$ cat config.mk
export PLATFORM = sky130hd
export DESIGN_NAME = mmio_counter_bridge
export DESIGN_NICKNAME = d
export VERILOG_FILES = /design/src/rtl/mmio_counter_bridge_pkg.sv /design/src/rtl/mmio_addr_decode.sv /design/src/rtl/mmio_counter_bridge.sv
export SDC_FILE = /design/constraint.sdc
export NUM_CORES = 1
export LEC_CHECK = 0
export ABC_AREA = 1
export BUFFER_PORTS_ARGS = -buffer_cell sky130_fd_sc_hd__clkbuf_2
export CAP_MARGIN = 20
export CORE_MARGIN = 2
export CORE_UTILIZATION = 23
export CTS_BUF_LIST = sky130_fd_sc_hd__clkbuf_4 sky130_fd_sc_hd__clkbuf_8 sky130_fd_sc_hd__clkbuf_16
export CTS_CLUSTER_SIZE = 10
export DETAILED_ROUTE_END_ITERATION = 10
export SYNTH_ARGS = -nofsm -noshare
export SYNTH_HDL_FRONTEND = slang
export SYNTH_SLANG_ARGS = --single-unit
export TNS_END_PERCENT = 10
$ cat constraint.sdc
create_clock -name clk -period 1.2 [get_ports clk]
set_input_delay 0.18 -clock clk [delete_from_list [all_inputs] [get_ports clk]]
set_output_delay 0.18 -clock clk [all_outputs]
set_load 0.01 [all_outputs]
$ cat src/rtl/mmio_counter_bridge_pkg.sv
// Shared types and constants for the MMIO performance-counter window.
// Also used by the counter bank, so keep the base address and count in sync here.
package mmio_counter_bridge_pkg;

  localparam logic [15:0] MMIO_BASE_ADDR    = 16'hFFE0;
  localparam int unsigned MMIO_NUM_COUNTERS = 12;

  typedef logic [3:0] lc3b_counter_idx;

  // Bridge FSM encoding, kept as plain constants for older tools.
  typedef logic [1:0] lc3b_mmio_state;
  localparam lc3b_mmio_state IDLE   = 2'd0;
  localparam lc3b_mmio_state ACCESS = 2'd1;
  localparam lc3b_mmio_state RESP   = 2'd2;

endpackage

$ cat src/rtl/mmio_addr_decode.sv
// Combinational decode of a data access against a 32-byte, 16-entry MMIO window.
// Bit 0 of the byte address is dropped, so the port takes the word address only.
module mmio_addr_decode
  import mmio_counter_bridge_pkg::*;
#(
  parameter logic [15:0] BASE = MMIO_BASE_ADDR,
  parameter int unsigned NUM  = MMIO_NUM_COUNTERS
) (
  input  logic [14:0]     word_address,
  input  logic            read,
  input  logic            write,
  output logic            hit,
  output lc3b_counter_idx idx,
  output logic            valid
);

  localparam logic [4:0] NUM_LIMIT = 5'(NUM);

  assign hit   = (read | write) & (word_address[14:4] == BASE[15:5]);
  assign idx   = word_address[3:0];
  assign valid = ({1'b0, idx} < NUM_LIMIT);

endmodule

$ cat src/rtl/mmio_counter_bridge.sv
// MEM-stage bridge: counter-window accesses go to the counter bank with a
// registered response two cycles later; everything else passes to the D-cache.
module mmio_counter_bridge
  import mmio_counter_bridge_pkg::*;
#(
  parameter logic [15:0] MMIO_BASE    = MMIO_BASE_ADDR,
  parameter int unsigned NUM_COUNTERS = MMIO_NUM_COUNTERS
) (
  input  logic        clk,
  input  logic        reset_n,
  input  logic [15:0] mem_address,
  input  logic        mem_read,
  input  logic        mem_write,
  input  logic [15:0] mem_wdata,
  output logic [15:0] mem_rdata,
  output logic        mem_resp,
  output logic        dcache_read,
  output logic        dcache_write,
  output logic [15:0] dcache_address,
  output logic [15:0] dcache_wdata,
  input  logic [15:0] dcache_rdata,
  input  logic        dcache_resp,
  output logic [3:0]  counter,
  output logic        MMIO_read,
  output logic        MMIO_write,
  input  logic [15:0] counter_out
);

  lc3b_mmio_state  state;
  lc3b_counter_idx idx_reg;
  logic            is_wr_reg;
  logic            valid_reg;
  logic [15:0]     rdata_reg;

  logic            hit;
  lc3b_counter_idx idx;
  logic            valid;

  mmio_addr_decode #(
    .BASE (MMIO_BASE),
    .NUM  (NUM_COUNTERS)
  ) u_decode (
    .word_address (mem_address[15:1]),
    .read         (mem_read),
    .write        (mem_write),
    .hit          (hit),
    .idx          (idx),
    .valid        (valid)
  );

  // Index validity is latched with the index so ACCESS needs no second compare.
  always_ff @(posedge clk) begin
    if (!reset_n) begin
      state     <= IDLE;
      idx_reg   <= '0;
      is_wr_reg <= 1'b0;
      valid_reg <= 1'b0;
      rdata_reg <= '0;
    end else begin
      case (state)
        IDLE: begin
          if (hit) begin
            idx_reg   <= idx;
            is_wr_reg <= mem_write;
            valid_reg <= valid;
            state     <= ACCESS;
          end
        end
        ACCESS: begin
          rdata_reg <= valid_reg ? counter_out : 16'h0000;
          state     <= RESP;
        end
        RESP:    state <= IDLE;
        default: state <= IDLE;
      endcase
    end
  end

  always_comb begin
    dcache_address = mem_address;
    dcache_wdata   = mem_wdata;
    counter        = idx_reg;
    dcache_read    = 1'b0;
    dcache_write   = 1'b0;
    mem_resp       = 1'b0;
    mem_rdata      = 16'h0000;
    MMIO_read      = 1'b0;
    MMIO_write     = 1'b0;
    case (state)
      IDLE: begin
        dcache_read  = mem_read & ~hit;
        dcache_write = mem_write & ~hit;
        mem_resp     = dcache_resp & ~hit;
        mem_rdata    = hit ? 16'h0000 : dcache_rdata;
      end
      ACCESS: begin
        MMIO_write = valid_reg & is_wr_reg;
        MMIO_read  = valid_reg & ~is_wr_reg;
      end
      RESP: begin
        mem_resp  = 1'b1;
        mem_rdata = rdata_reg;
      end
      default: ;
    endcase
  end

endmodule

==> out/summary.log <==
INFO  routing        drtAntennaViolNets=0
INFO  synthesis      yosys.area.top_type_share=0.332
INFO  setup_path     worst_setup_path_end_kind=output port
INFO  setup_path     cp_slowest_stage_delay=380ps
INFO  sta            max_freq=690MHz
INFO  cells_and_area area.growth.synth_to_final=39.6%
INFO  pwr            power.density_cell_area=867nW/um^2
INFO  sta            layout_setup_ws=-250ps
INFO  cells_and_area final_design_area_no_fill=2020um^2
INFO  cells_and_area layout.nets=365
INFO  placement      place.detailed.instances=364
INFO  floorplan      die_height=83.3um
INFO  sta            final_hold_viol_count=0
INFO  pwr            clock_power_share=0.409
INFO  pwr            power.static_leakage=1.06nW
INFO  pwr            internal_power_contribution=1.36mW
INFO  setup_path     worst-endpoint-arrival=1270ps
INFO  synthesis      synth_seq_area_share=0.332
INFO  global_route   grt_antenna_before_repair=0
INFO  pwr            max-vdd-ir-drop=0.518mV
INFO  clocking       clk_pin_slew_worst_paths=90ps
INFO  setup_path     critPathRequiredTime=1020ps
INFO  sta            timing.final.max_slew_violations=0
INFO  global_route   grt_max_degree=19
INFO  cells_and_area drive_above_1_share=0.441
INFO  cells_and_area finish.cell_count_without_fillers=370
INFO  routing        detail_route.iter0.violations=60
INFO  synthesis      synth_top_area_cell=sky130_fd_sc_hd__dfxtp_1
INFO  clocking       ctsRootBufferMaster=sky130_fd_sc_hd__clkbuf_8
INFO  routing        drt-pass1-iter-count=4
INFO  synthesis      synth-edff-count=0
INFO  synthesis      postSynthCellCount=222
INFO  routing        via_to_cell_ratio=4.16
INFO  synthesis      syn_avg_cell_area=6.51um^2
INFO  status         run_status=complete, but fails checks
INFO  floorplan      initial_core_util=0.241
INFO  global_route   global_route.overflow_total=0
INFO  pwr            p_sw_frac=0.222
INFO  synthesis      synthMostInstantiatedCell=sky130_fd_sc_hd__nand2_1
INFO  setup_path     path_max_fanout=2
INFO  setup_path     worst_path_max_delay_cell=sky130_fd_sc_hd__dfxtp_4
INFO  clocking       cts.sinks=24
INFO  routing        drc_violation_count_after_routing=0
INFO  global_route   grt_first_pass_wirelength=6.49mm
INFO  floorplan      design.portCount=126
INFO  cells_and_area antenna_cells=0
INFO  sta            fin_crit=1450ps
INFO  status         failed_checks=negative setup slack
INFO  synthesis      synthDistinctLibCells=17
INFO  setup_path     worstSetupStartpointType=register
INFO  global_route   global_route.usage.total=0.111
INFO  synthesis      synthFlopType=sky130_fd_sc_hd__dfxtp_1
INFO  worst_hold_path hp_class=primary input to register
INFO  pwr            share_comb_of_total_power=0.139
INFO  sta            relative_max_transition_margin=0.855
INFO  synthesis      synth-seq-cells=24
INFO  placement      hpwl=3.16mm
INFO  floorplan      fp.coreArea=5990um^2
INFO  placement      routabilityCongestion=0.707
INFO  synthesis      async_reset_ff_frac=0
INFO  placement      io_buffer_count=91
INFO  sta            totalNegativeSetupSlack=-4220ps
INFO  routing        wl=4.05mm
INFO  synthesis      yosys_warnings=0
INFO  clocking       cts_hold_buffers=0
INFO  pwr            power.share.sequential=0.453
INFO  routing        wl_per_cell=10.9um
INFO  synthesis      ys_top_cells_by_count=sky130_fd_sc_hd__nand2_1, sky130_fd_sc_hd__nand3_1, sky130_fd_sc_hd__buf_4
INFO  clocking       worst_skew_pair.late_latency=260ps
INFO  sta            rsz_0062_raised_after_global_routing=true
INFO  floorplan      die_x=83.3um
INFO  sta            max_slew.worst_pin.slew=217ps
INFO  sta            report.final.setup_viol=37
INFO  setup_path     timing_worst_setup_path_type=register to output port
INFO  pwr            total_switching_power=0.388mW
INFO  clocking       max_h_tree_level=1
INFO  synthesis      synth_top_cells_by_area=sky130_fd_sc_hd__dfxtp_1, sky130_fd_sc_hd__nand2_1, sky130_fd_sc_hd__buf_4, sky130_fd_sc_hd__nand3_1, sky130_fd_sc_hd__nor2_1
INFO  clocking       tritoncts_clock_tree=built
INFO  sta            timing.hold.ws=132ps
INFO  cells_and_area largest_register_ff_count=16
INFO  sta            fin_crit_sh=1.21
INFO  placement      postPlaceCellArea=1860um^2
INFO  synthesis      syn-cell-area=1450um^2
INFO  synthesis      synth_fp_nets=291
INFO  setup_path     cp_cell_sequence=inv_2, or2_4, nor2_8, inv_4, nor2_4, buf_6
INFO  global_route   first_global_vias=1,393
INFO  clocking       cts_buffer_depth=2
INFO  run            max_cap_viol_count=0
INFO  clocking       cts_inserted_buffers=3
INFO  floorplan      die_area=6930um^2
INFO  routing        detailroute.via_count=1,540
INFO  floorplan      rows=28
INFO  sta            skew_final=1.22ps
[layout by cell type (no fill, tap or decap)]
| cell type | count |
|---|---|
| sky130_fd_sc_hd__clkbuf_2 | 77 |
| sky130_fd_sc_hd__nand2_1 | 68 |
| sky130_fd_sc_hd__nand3_1 | 35 |
| sky130_fd_sc_hd__dfxtp_1 | 22 |
| sky130_fd_sc_hd__nor2_1 | 19 |
| sky130_fd_sc_hd__buf_4 | 14 |
| sky130_fd_sc_hd__buf_2 | 12 |
| sky130_fd_sc_hd__a21oi_1 | 11 |
| sky130_fd_sc_hd__inv_1 | 8 |
| sky130_fd_sc_hd__buf_6 | 7 |
| sky130_fd_sc_hd__a21oi_2 | 5 |
| sky130_fd_sc_hd__nor2_4 | 3 |
| sky130_fd_sc_hd__clkbuf_8 | 3 |
| sky130_fd_sc_hd__dfxtp_4 | 2 |
| sky130_fd_sc_hd__nor2_2 | 1 |
| sky130_fd_sc_hd__inv_2 | 1 |
| sky130_fd_sc_hd__or2_4 | 1 |
| sky130_fd_sc_hd__nor2_8 | 1 |
| sky130_fd_sc_hd__inv_4 | 1 |
| sky130_fd_sc_hd__clkinv_1 | 1 |
| sky130_fd_sc_hd__nand4_1 | 1 |
| sky130_fd_sc_hd__bufinv_16 | 1 |
| sky130_fd_sc_hd__buf_8 | 1 |
[cells by family (layout without fill, tap and decap cells)]
group	Yosys count	count (layout)	share of synthesized area
buffers and inverters	53	126	0.230
DFF	24	24	0.332
and+or+nand+nor	129	129	0.382
AOI/OAI and AO/OA	16	16	0.0554
[routing by layer]
layer	part of all wire	GRT usage
met1	0.46	0.148
met2	0.50	0.186
met3	0.041	0.0189
met4	0.0035	0.0238
met5	0	0
[path summary, 6_finish.rpt]
check        slack, ps       endpoint  depth (start not counted)             from
max               -250      MMIO_read                          6         state[0]
min                130  rdata_reg[14]                          3  counter_out[14]
max reg2reg        -30   rdata_reg[6]                          7         state[0]
min reg2reg        470   rdata_reg[7]                          2     rdata_reg[7]
[worst max-delay path: cells and delay by family, from the launching register on]
family	cells	cell delay (ps)
AND/OR/NAND/NOR	3	420
buffers and inverters	3	190
flip-flops	1	380
[power groups by stage]
stage	Sequential, mW	Combinational, mW	Clock (mW)
final	0.791	0.242	0.715
after global routing	0.792	0.270	0.785
after CTS	0.796	0.245	0.734
after detailed placement	0.814	0.245	0
after global placement	0.814	0.242	0
after floorplan	0.815	0.173	0
[through the flow]
step            util  total power [mW]  setup WS [ps]
6_report       0.337              1.75           -250
5_1_grt        0.337              1.85           -298
4_1_cts        0.326              1.78           -252
3_5_place_dp   0.310              1.06          -68.9
3_3_place_gp   0.310              1.06          -50.3
2_1_floorplan      -             0.988           -176
[area by class of cell]
class,count,area [um^2]
clock buffer,3,41.3
clock inverter,1,30.0
fill,641,3970
inverter,11,43.8
multi-input combinational,145,676
sequential,24,488
tap,75,93.8
timing repair buffer,111,644
[timing repair]
action / in CTS / in global routing
pin swaps: 3 / 2
gates cloned: 0 / 0
endpoints found under the setup margin: 37 / 37
buffers inserted: 1 / 1
gates resized for setup: 6 / 28
(Power assumes the default switching activity.)
